--- src/rtl/uart_frame_parser.sv ---
// Frame parser behind a UART byte receiver: 55 AA CMD LEN payload CHK.
// Payload bytes stream out as they arrive; the frame ends in one done or error pulse.
module uart_frame_parser #(
    parameter int CLK_FRE       = 25_000_000,
    parameter int BPS           = 9_600,
    parameter int MAX_LEN       = 16,
    parameter int TIMEOUT_BYTES = 2
) (
    input  logic       clk,
    input  logic       rstn,
    input  logic       uart_rx_done,
    input  logic [7:0] uart_rx_data,
    output logic [7:0] pkt_cmd,
    output logic [7:0] pkt_len,
    output logic       pkt_data_vld,
    output logic [7:0] pkt_data,
    output logic [7:0] pkt_data_idx,
    output logic       pkt_done,
    output logic       pkt_err,
    output logic [1:0] err_code
);

    localparam int TO_CNT = (CLK_FRE / BPS) * 10 * TIMEOUT_BYTES;
    localparam int TO_W   = $clog2(TO_CNT + 1);
    localparam logic [TO_W-1:0] TO_LAST   = TO_W'(TO_CNT - 1);
    localparam logic [7:0]      MAX_LEN_B = 8'(MAX_LEN);

    localparam logic [1:0] ERR_CHK = 2'd1;
    localparam logic [1:0] ERR_LEN = 2'd2;
    localparam logic [1:0] ERR_TO  = 2'd3;

    typedef enum logic [2:0] {
        S_IDLE,
        S_HDR2,
        S_CMD,
        S_LEN,
        S_DATA,
        S_CHK
    } state_t;

    state_t          state_q;
    logic [7:0]      cmd_q, len_q, data_q, idx_q, cnt_q, csum_q;
    logic [TO_W-1:0] to_q;
    logic            vld_q, done_q, err_q;
    logic [1:0]      code_q;
    logic            in_frame;

    // The silence timer only matters once the header has been accepted.
    assign in_frame = (state_q == S_CMD) || (state_q == S_LEN) ||
                      (state_q == S_DATA) || (state_q == S_CHK);

    always_ff @(posedge clk or negedge rstn) begin
        if (!rstn) begin
            state_q <= S_IDLE;
            cmd_q   <= '0;
            len_q   <= '0;
            data_q  <= '0;
            idx_q   <= '0;
            cnt_q   <= '0;
            csum_q  <= '0;
            to_q    <= '0;
            vld_q   <= 1'b0;
            done_q  <= 1'b0;
            err_q   <= 1'b0;
            code_q  <= '0;
        end else begin
            vld_q  <= 1'b0;
            done_q <= 1'b0;
            err_q  <= 1'b0;
            if (uart_rx_done) begin
                // A byte always wins over a coincident timeout expiry.
                to_q <= '0;
                case (state_q)
                    S_IDLE: begin
                        if (uart_rx_data == 8'h55) state_q <= S_HDR2;
                    end
                    S_HDR2: begin
                        if (uart_rx_data == 8'hAA)      state_q <= S_CMD;
                        else if (uart_rx_data == 8'h55) state_q <= S_HDR2;
                        else                            state_q <= S_IDLE;
                    end
                    S_CMD: begin
                        cmd_q   <= uart_rx_data;
                        csum_q  <= uart_rx_data;
                        state_q <= S_LEN;
                    end
                    S_LEN: begin
                        len_q  <= uart_rx_data;
                        csum_q <= csum_q + uart_rx_data;
                        if (uart_rx_data > MAX_LEN_B) begin
                            err_q   <= 1'b1;
                            code_q  <= ERR_LEN;
                            state_q <= S_IDLE;
                        end else if (uart_rx_data == 8'd0) begin
                            state_q <= S_CHK;
                        end else begin
                            cnt_q   <= '0;
                            state_q <= S_DATA;
                        end
                    end
                    S_DATA: begin
                        vld_q  <= 1'b1;
                        data_q <= uart_rx_data;
                        idx_q  <= cnt_q;
                        csum_q <= csum_q + uart_rx_data;
                        cnt_q  <= cnt_q + 8'd1;
                        if (cnt_q == len_q - 8'd1) state_q <= S_CHK;
                    end
                    S_CHK: begin
                        if (uart_rx_data == csum_q) begin
                            done_q <= 1'b1;
                        end else begin
                            err_q  <= 1'b1;
                            code_q <= ERR_CHK;
                        end
                        state_q <= S_IDLE;
                    end
                    default: state_q <= S_IDLE;
                endcase
            end else if (in_frame) begin
                if (to_q == TO_LAST) begin
                    err_q   <= 1'b1;
                    code_q  <= ERR_TO;
                    to_q    <= '0;
                    state_q <= S_IDLE;
                end else begin
                    to_q <= to_q + 1'b1;
                end
            end
        end
    end

    assign pkt_cmd      = cmd_q;
    assign pkt_len      = len_q;
    assign pkt_data_vld = vld_q;
    assign pkt_data     = data_q;
    assign pkt_data_idx = idx_q;
    assign pkt_done     = done_q;
    assign pkt_err      = err_q;
    assign err_code     = code_q;

endmodule

--- config.mk ---
export PLATFORM = sky130hd
export DESIGN_NAME = uart_frame_parser
export DESIGN_NICKNAME = d
export VERILOG_FILES = /design/src/rtl/uart_frame_parser.sv
export SDC_FILE = /design/constraint.sdc
export NUM_CORES = 1
export LEC_CHECK = 0
export BUFFER_PORTS_ARGS = -buffer_cell sky130_fd_sc_hd__buf_2
export CAP_MARGIN = 20
export CORE_MARGIN = 1
export CORE_UTILIZATION = 58
export CTS_CLUSTER_SIZE = 8
export DETAILED_ROUTE_END_ITERATION = 7
export MAX_ROUTING_LAYER = met4
export PLACE_DENSITY = 0.8
export SLEW_MARGIN = 30
export SYNTH_ARGS = -nofsm -noshare
export SYNTH_HDL_FRONTEND = slang
export SYNTH_SLANG_ARGS = --single-unit
--- constraint.sdc ---
create_clock -name clk -period 2.9 [get_ports clk]
set_input_delay 0 -clock clk [delete_from_list [all_inputs] [get_ports clk]]
set_output_delay 0 -clock clk [all_outputs]
set_load 0.02 [all_outputs]
## After elaboration in Yosys (flattened, before gate mapping)

Index checks and enable logic that the tools add are counted.

| word-level totals | value |
|---|---|
| output and inout port bits | 37 |
| register bits after elaboration | 72 |

| cells by class | value |
|---|---|
| reductions and logical operators | 17 |
| equality and inequality tests | 17 |
| mux-type cells | 34 |
| $add $sub $neg | 4 |
| order comparisons | 1 |

Operators by type and width:

| kind | count |
|---|---|
| two-way mux 16 bit | 3 |
| case mux 8 bit (2 select lines) | 2 |
| two-way mux 3 bit | 6 |
| adder 16 x 1 -> 16 bit, second input constant | 1 |
| == test 16 bit, second input constant | 1 |
| == test 8 bit | 2 |
| two-way mux 8 bit | 2 |
| case mux 3 bit (5 select lines) | 1 |
| two-way mux 1 bit | 12 |
| two-way mux 2 bit | 6 |
| adder 8 x 1 -> 8 bit, second input constant | 1 |
| adder 8 bit | 1 |
| == test 8 x 7 -> 1 bit, second input constant | 1 |
| == test 8 bit, second input constant | 1 |
| > comparator 8 x 5 -> 1 bit, second input constant | 1 |
| logical NOT 8 bit | 1 |
| AND reduction 2 bit | 4 |
| AND reduction 4 bit | 2 |
| nonzero test 2 bit | 4 |
| subtractor 8 x 1 -> 8 bit, second input constant | 1 |
| == test 3 x 2 -> 1 bit, second input constant | 2 |
| == test 3 bit, second input constant | 2 |
| != test 3 x 2 -> 1 bit, second input constant | 2 |
| != test 3 bit, second input constant | 2 |
| other kinds (9) | 12 |

## Longest topological paths before layout

| depth | value |
|---|---|
| depth after elaboration | 6 |
| gate-level depth with buffers | 9 |
| gate-level depth less buffers | 9 |

## Worst setup path before layout

No wires, ideal clock.

| timing path | value |
|---|---|
| path kind | reg-to-reg |
| from | register csum_q[1] |
| to | register csum_q[7] |
| stages on the path, launching flop included | 8 |
| buffers on the path | 0 |
| data arrival time | 2.045 ns |
| library setup time | 0.120 ns |
| clock period less this slack | 2.165 ns |
| data required time | 2.780 ns |
| setup slack | 0.735 ns |
| cells stage by stage | dfrtp_1 > ha_1 > a211oi_2 > nor2_1 > o31a_1 > o22a_1 > or4b_1 > and3_1 |

| on the way | value |
|---|---|
| word-level cells in the longest chain between the ends | 2 |

Ends and longest elaborated chain:

| item | line | source |
|---|---|---|
| start, declared | 42 | `logic [7:0] cmd_q, len_q, data_q, idx_q, cnt_q, csum_q;` |
| start signal, assigned | 84 | `csum_q <= uart_rx_data;` |
| start signal, assigned | 89 | `csum_q <= csum_q + uart_rx_data;` |
| start signal, assigned | 105 | `csum_q <= csum_q + uart_rx_data;` |
| adder 8 bit | 89, 105 |  |
| case mux 8 bit (2 select lines) | 73 | `case (state_q)` |

Every way passes these cells.
A chain may end at the register's enable or synchronous reset.

## Worst setup path after layout

Same ends and word-level chain as after synthesis.

==> out/qor.yml <==
reg2reg_depth: 7
yosys.area.top_type: "dfrtp_1"
wl_mm: 7.93
coreArea_mm2: 0.00635
die_h_um: 83.2
wl_per_cell_um: 15.0
arrival_ns: 2.54
cts_buffers: 9
final_layout_size_suffix_gt1_share_pct: 21.6
holdPathEnd: "pkt_cmd[7]$_DFFE_PN0P_"
grt_setup_unrepaired: "no"
holdWs_ns: 0.0331
syn_area_mm2: 0.00382
internal_power_mw: 2.09
critPathMaxFanout: 3
dr.pass1.iters: 4
yosys_warnings: 0
nets: 467
gp_congestion: 0.903
rrSetupSlack_ns: 0.61
cts.htree.levels: 3
use_met3_pct: 5.27
timing.setup.tns_ns: 0
ys.flop_type: "dfrtp_1"
yosysSeqAreaShare_pct: 47.1
hold_path.startpoint: "uart_rx_data[7]"
cpPeakStageDelay_ns: 0.50
place_inst: 503
pwr-share-seq_pct: 43.4
synthCells: 387
slew_headroom_pct: 50.2
crit_path_cell_trace: "ha_1, a211oi_2, nor2_1, o31a_1, o22a_1, or4b_1, and3_1"
worst_setup_path_end_kind: "flip-flop"
outcome: "finished, final reports clean"
p_comb_share_pct: 35.8
post-dp-hpwl_mm: 5.74
grt_start_max_net_pins: 27
die_w_um: 83.2
worst_pin_slew_ns: 0.741
critPathKind: "flip-flop to flip-flop"
rows: 29
die-area_mm2: 0.00692
hold_class: "input port to flip-flop"
p_total_mw: 3.29
seqCellArea_mm2: 0.00180
critical-path-top-delay-family: "simple AND/OR/NAND/NOR gates"
leakagePower_nw: 2.09
met1_usage_pct: 36.1
min_period_ns: 2.29
dpl_cell_area_mm2: 0.00414
clk_latency_ns: 0.35
grt_overflow_total: 0
crit_buf_inv: 0
synth_edf_count: 0
ir_drop_mv: 0.494
rr_endpoint: "csum_q[7]$_DFFE_PN0P_"
cts_buffer_depth: 2
slew_viol_final: 0
drtIter0Drc: 183
final_core_util_pct: 69.1
drv_cap: 0
cts_root_buffer: "clkbuf_8"
multi_input_area_mm2: 0.00191
cts_tree: "built"
fillers: 493
drc: 0
vias: 3013
p_sw_share_pct: 36.6
max_freq_ghz: 0.436
viasPerCell: 5.72
setup_violations: 0
cts_resized: 0
synth_cell_types: 53
place_ws_ns: 0.605
met2_usage_pct: 38.5
syn_avg_cell_area_um2: 9.88
p_sw_mw: 1.21
synth_area_leaders: "dfrtp_1 47%, mux2_2 6.8%, xor2_1 4.6%"
track_usage_pct: 26.2
synthArstFlopShare_pct: 100
setup_ws_ns: 0.607
start_util_pct: 60.2
final_area_mm2: 0.00439
synth_nets: 409
clkPwrFrac_pct: 20.8
ys_seq_elements: 72
synth_top_area_share_pct: 47.1
antenna_left: 0
grt_pass1_wl_mm: 13.9
fin_crit_sh_pct: 79.1
grt_pass1_vias: 2916
portBuffers: 47
final_hold_viol_count: 0
critical_path_required_ns: 3.14
start_kind: "flip-flop"
critPathSlowestCell: "or4b_1"
antenna_found_initial: 0
grt_most_used_layer: "met2"
stdcell_count: 527
io_pins: 48
fin_skew_ns: 0.00754
area_delta_synth_final_pct: 14.9
clk_pin_slew_ns: 0.07
cts.sinks: 72
rr_startpoint: "csum_q[1]$_DFFE_PN0P_"
power.density_mw_per_mm2: 750
diodes: 0
hold_depth: 3
## metal layers
layer / vias up / part of all wire [%]
met5: - / 0
met4: 0 / 1.6
li1: 1501 / -
met1: 1426 / 47
met3: 10 / 4.2
met2: 76 / 47
## power by group through the flow
stage / Sequential [mW] / Clock, mW / Combinational [mW]
2_1_floorplan: 1.51 / 0 / 0.778
3_3_place_gp: 1.43 / 0 / 1.13
3_5_place_dp: 1.45 / 0 / 1.17
4_1_cts: 1.43 / 0.705 / 1.18
5_1_grt: 1.47 / 0.743 / 1.30
6_report: 1.43 / 0.685 / 1.18
## layout by cell type, fill, tap and decap left out, types with 10 or more instances in the layout
cell type | Yosys | layout
dfrtp_1 | 72 | 72
buf_2 | 6 | 47
nor2_1 | 41 | 41
nand2_1 | 38 | 38
o21ai_0 | 23 | 23
mux2_2 | 23 | 23
xor2_1 | 20 | 20
nand3_1 | 18 | 18
inv_1 | 13 | 13
xnor2_1 | 13 | 13
nand4_1 | 10 | 10
ha_1 | 10 | 10
clkbuf_8 | 0 | 10
## how the worst max path moves through the flow
stage	startpoint	endpoint	slack, ns	depth (start not counted)
after floorplan	csum_q[1]$_DFFE_PN0P_	csum_q[7]$_DFFE_PN0P_	0.74	7
after global placement	csum_q[1]$_DFFE_PN0P_	csum_q[7]$_DFFE_PN0P_	0.67	7
after detailed placement	csum_q[1]$_DFFE_PN0P_	csum_q[7]$_DFFE_PN0P_	0.60	7
after CTS	csum_q[1]$_DFFE_PN0P_	csum_q[7]$_DFFE_PN0P_	0.60	7
after global routing	csum_q[1]$_DFFE_PN0P_	csum_q[7]$_DFFE_PN0P_	0.51	7
final	csum_q[1]$_DFFE_PN0P_	csum_q[7]$_DFFE_PN0P_	0.61	7
## cell families (layout without fill, tap and decap cells)
family | Yosys count | after routing | synth area share (%)
xor gates and xnor gates | 33 | 33 | 7.56
DFF | 72 | 72 | 47.1
and+or+nand+nor | 154 | 154 | 19.8
AOI/OAI and AO/OA | 64 | 64 | 11.4
muxes | 25 | 25 | 7.30
buffers and inverters | 28 | 91 | 3.04
adders and majority gates | 11 | 11 | 3.80
## worst min-delay path: cells and delay by family
kind | cells | cell delay, ns
AND/OR/NAND/NOR | 2 | 0.17
buffers and inverters | 1 | 0.17
## final cells by class
type / count / area share, %
Clock inverter: 3 / 0.399
Timing Repair Buffer: 62 / 8.38
Sequential cell: 72 / 41.0
Multi-Input combinational cell: 287 / 43.5
Inverter: 13 / 1.11
Clock buffer: 13 / 3.39
Tap cell: 77 / 2.19
## timing repair
action	in CTS	in global routing
hold buffers	8	0
endpoints found under the hold margin	33	0
setup buffers	0	0
## state kept, by name, indices dropped and copies added, names as in the netlist, 2 cells and up
name,cells
err_code,2
pkt_data_idx,8
state_q,3
pkt_cmd,8
pkt_len,8
csum_q,8
to_q,16
pkt_data,8
cnt_q,8
## Yosys cell counts (2+ instances only)
| cell | count |
|---|---|
| mux2i_1 | 2 |
| xor2_1 | 20 |
| mux2_2 | 23 |
| nand3b_1 | 3 |
| xnor2_1 | 13 |
| dfrtp_1 | 72 |
| o41ai_1 | 2 |
| nand2b_1 | 2 |
| nor2_1 | 41 |
| a22oi_1 | 2 |
| ha_1 | 10 |
| and3_1 | 8 |
| or4_1 | 2 |
| a21oi_1 | 9 |
| a21o_2 | 2 |
| a221o_1 | 2 |
| nand2_1 | 38 |
| a211oi_1 | 2 |
| o211ai_1 | 2 |
| a32o_1 | 2 |
| buf_2 | 6 |
| nor3_1 | 10 |
| nand3_1 | 18 |
| o21ai_0 | 23 |
| inv_1 | 13 |
| nand4_1 | 10 |
| nor4_1 | 5 |
| a31oi_1 | 2 |
| o22ai_1 | 2 |
| and2_1 | 2 |
| clkbuf_1 | 8 |
| nor2b_1 | 3 |
| nor3b_1 | 6 |
| a221oi_1 | 3 |
Note: power is estimated with default switching activity, not from simulation.
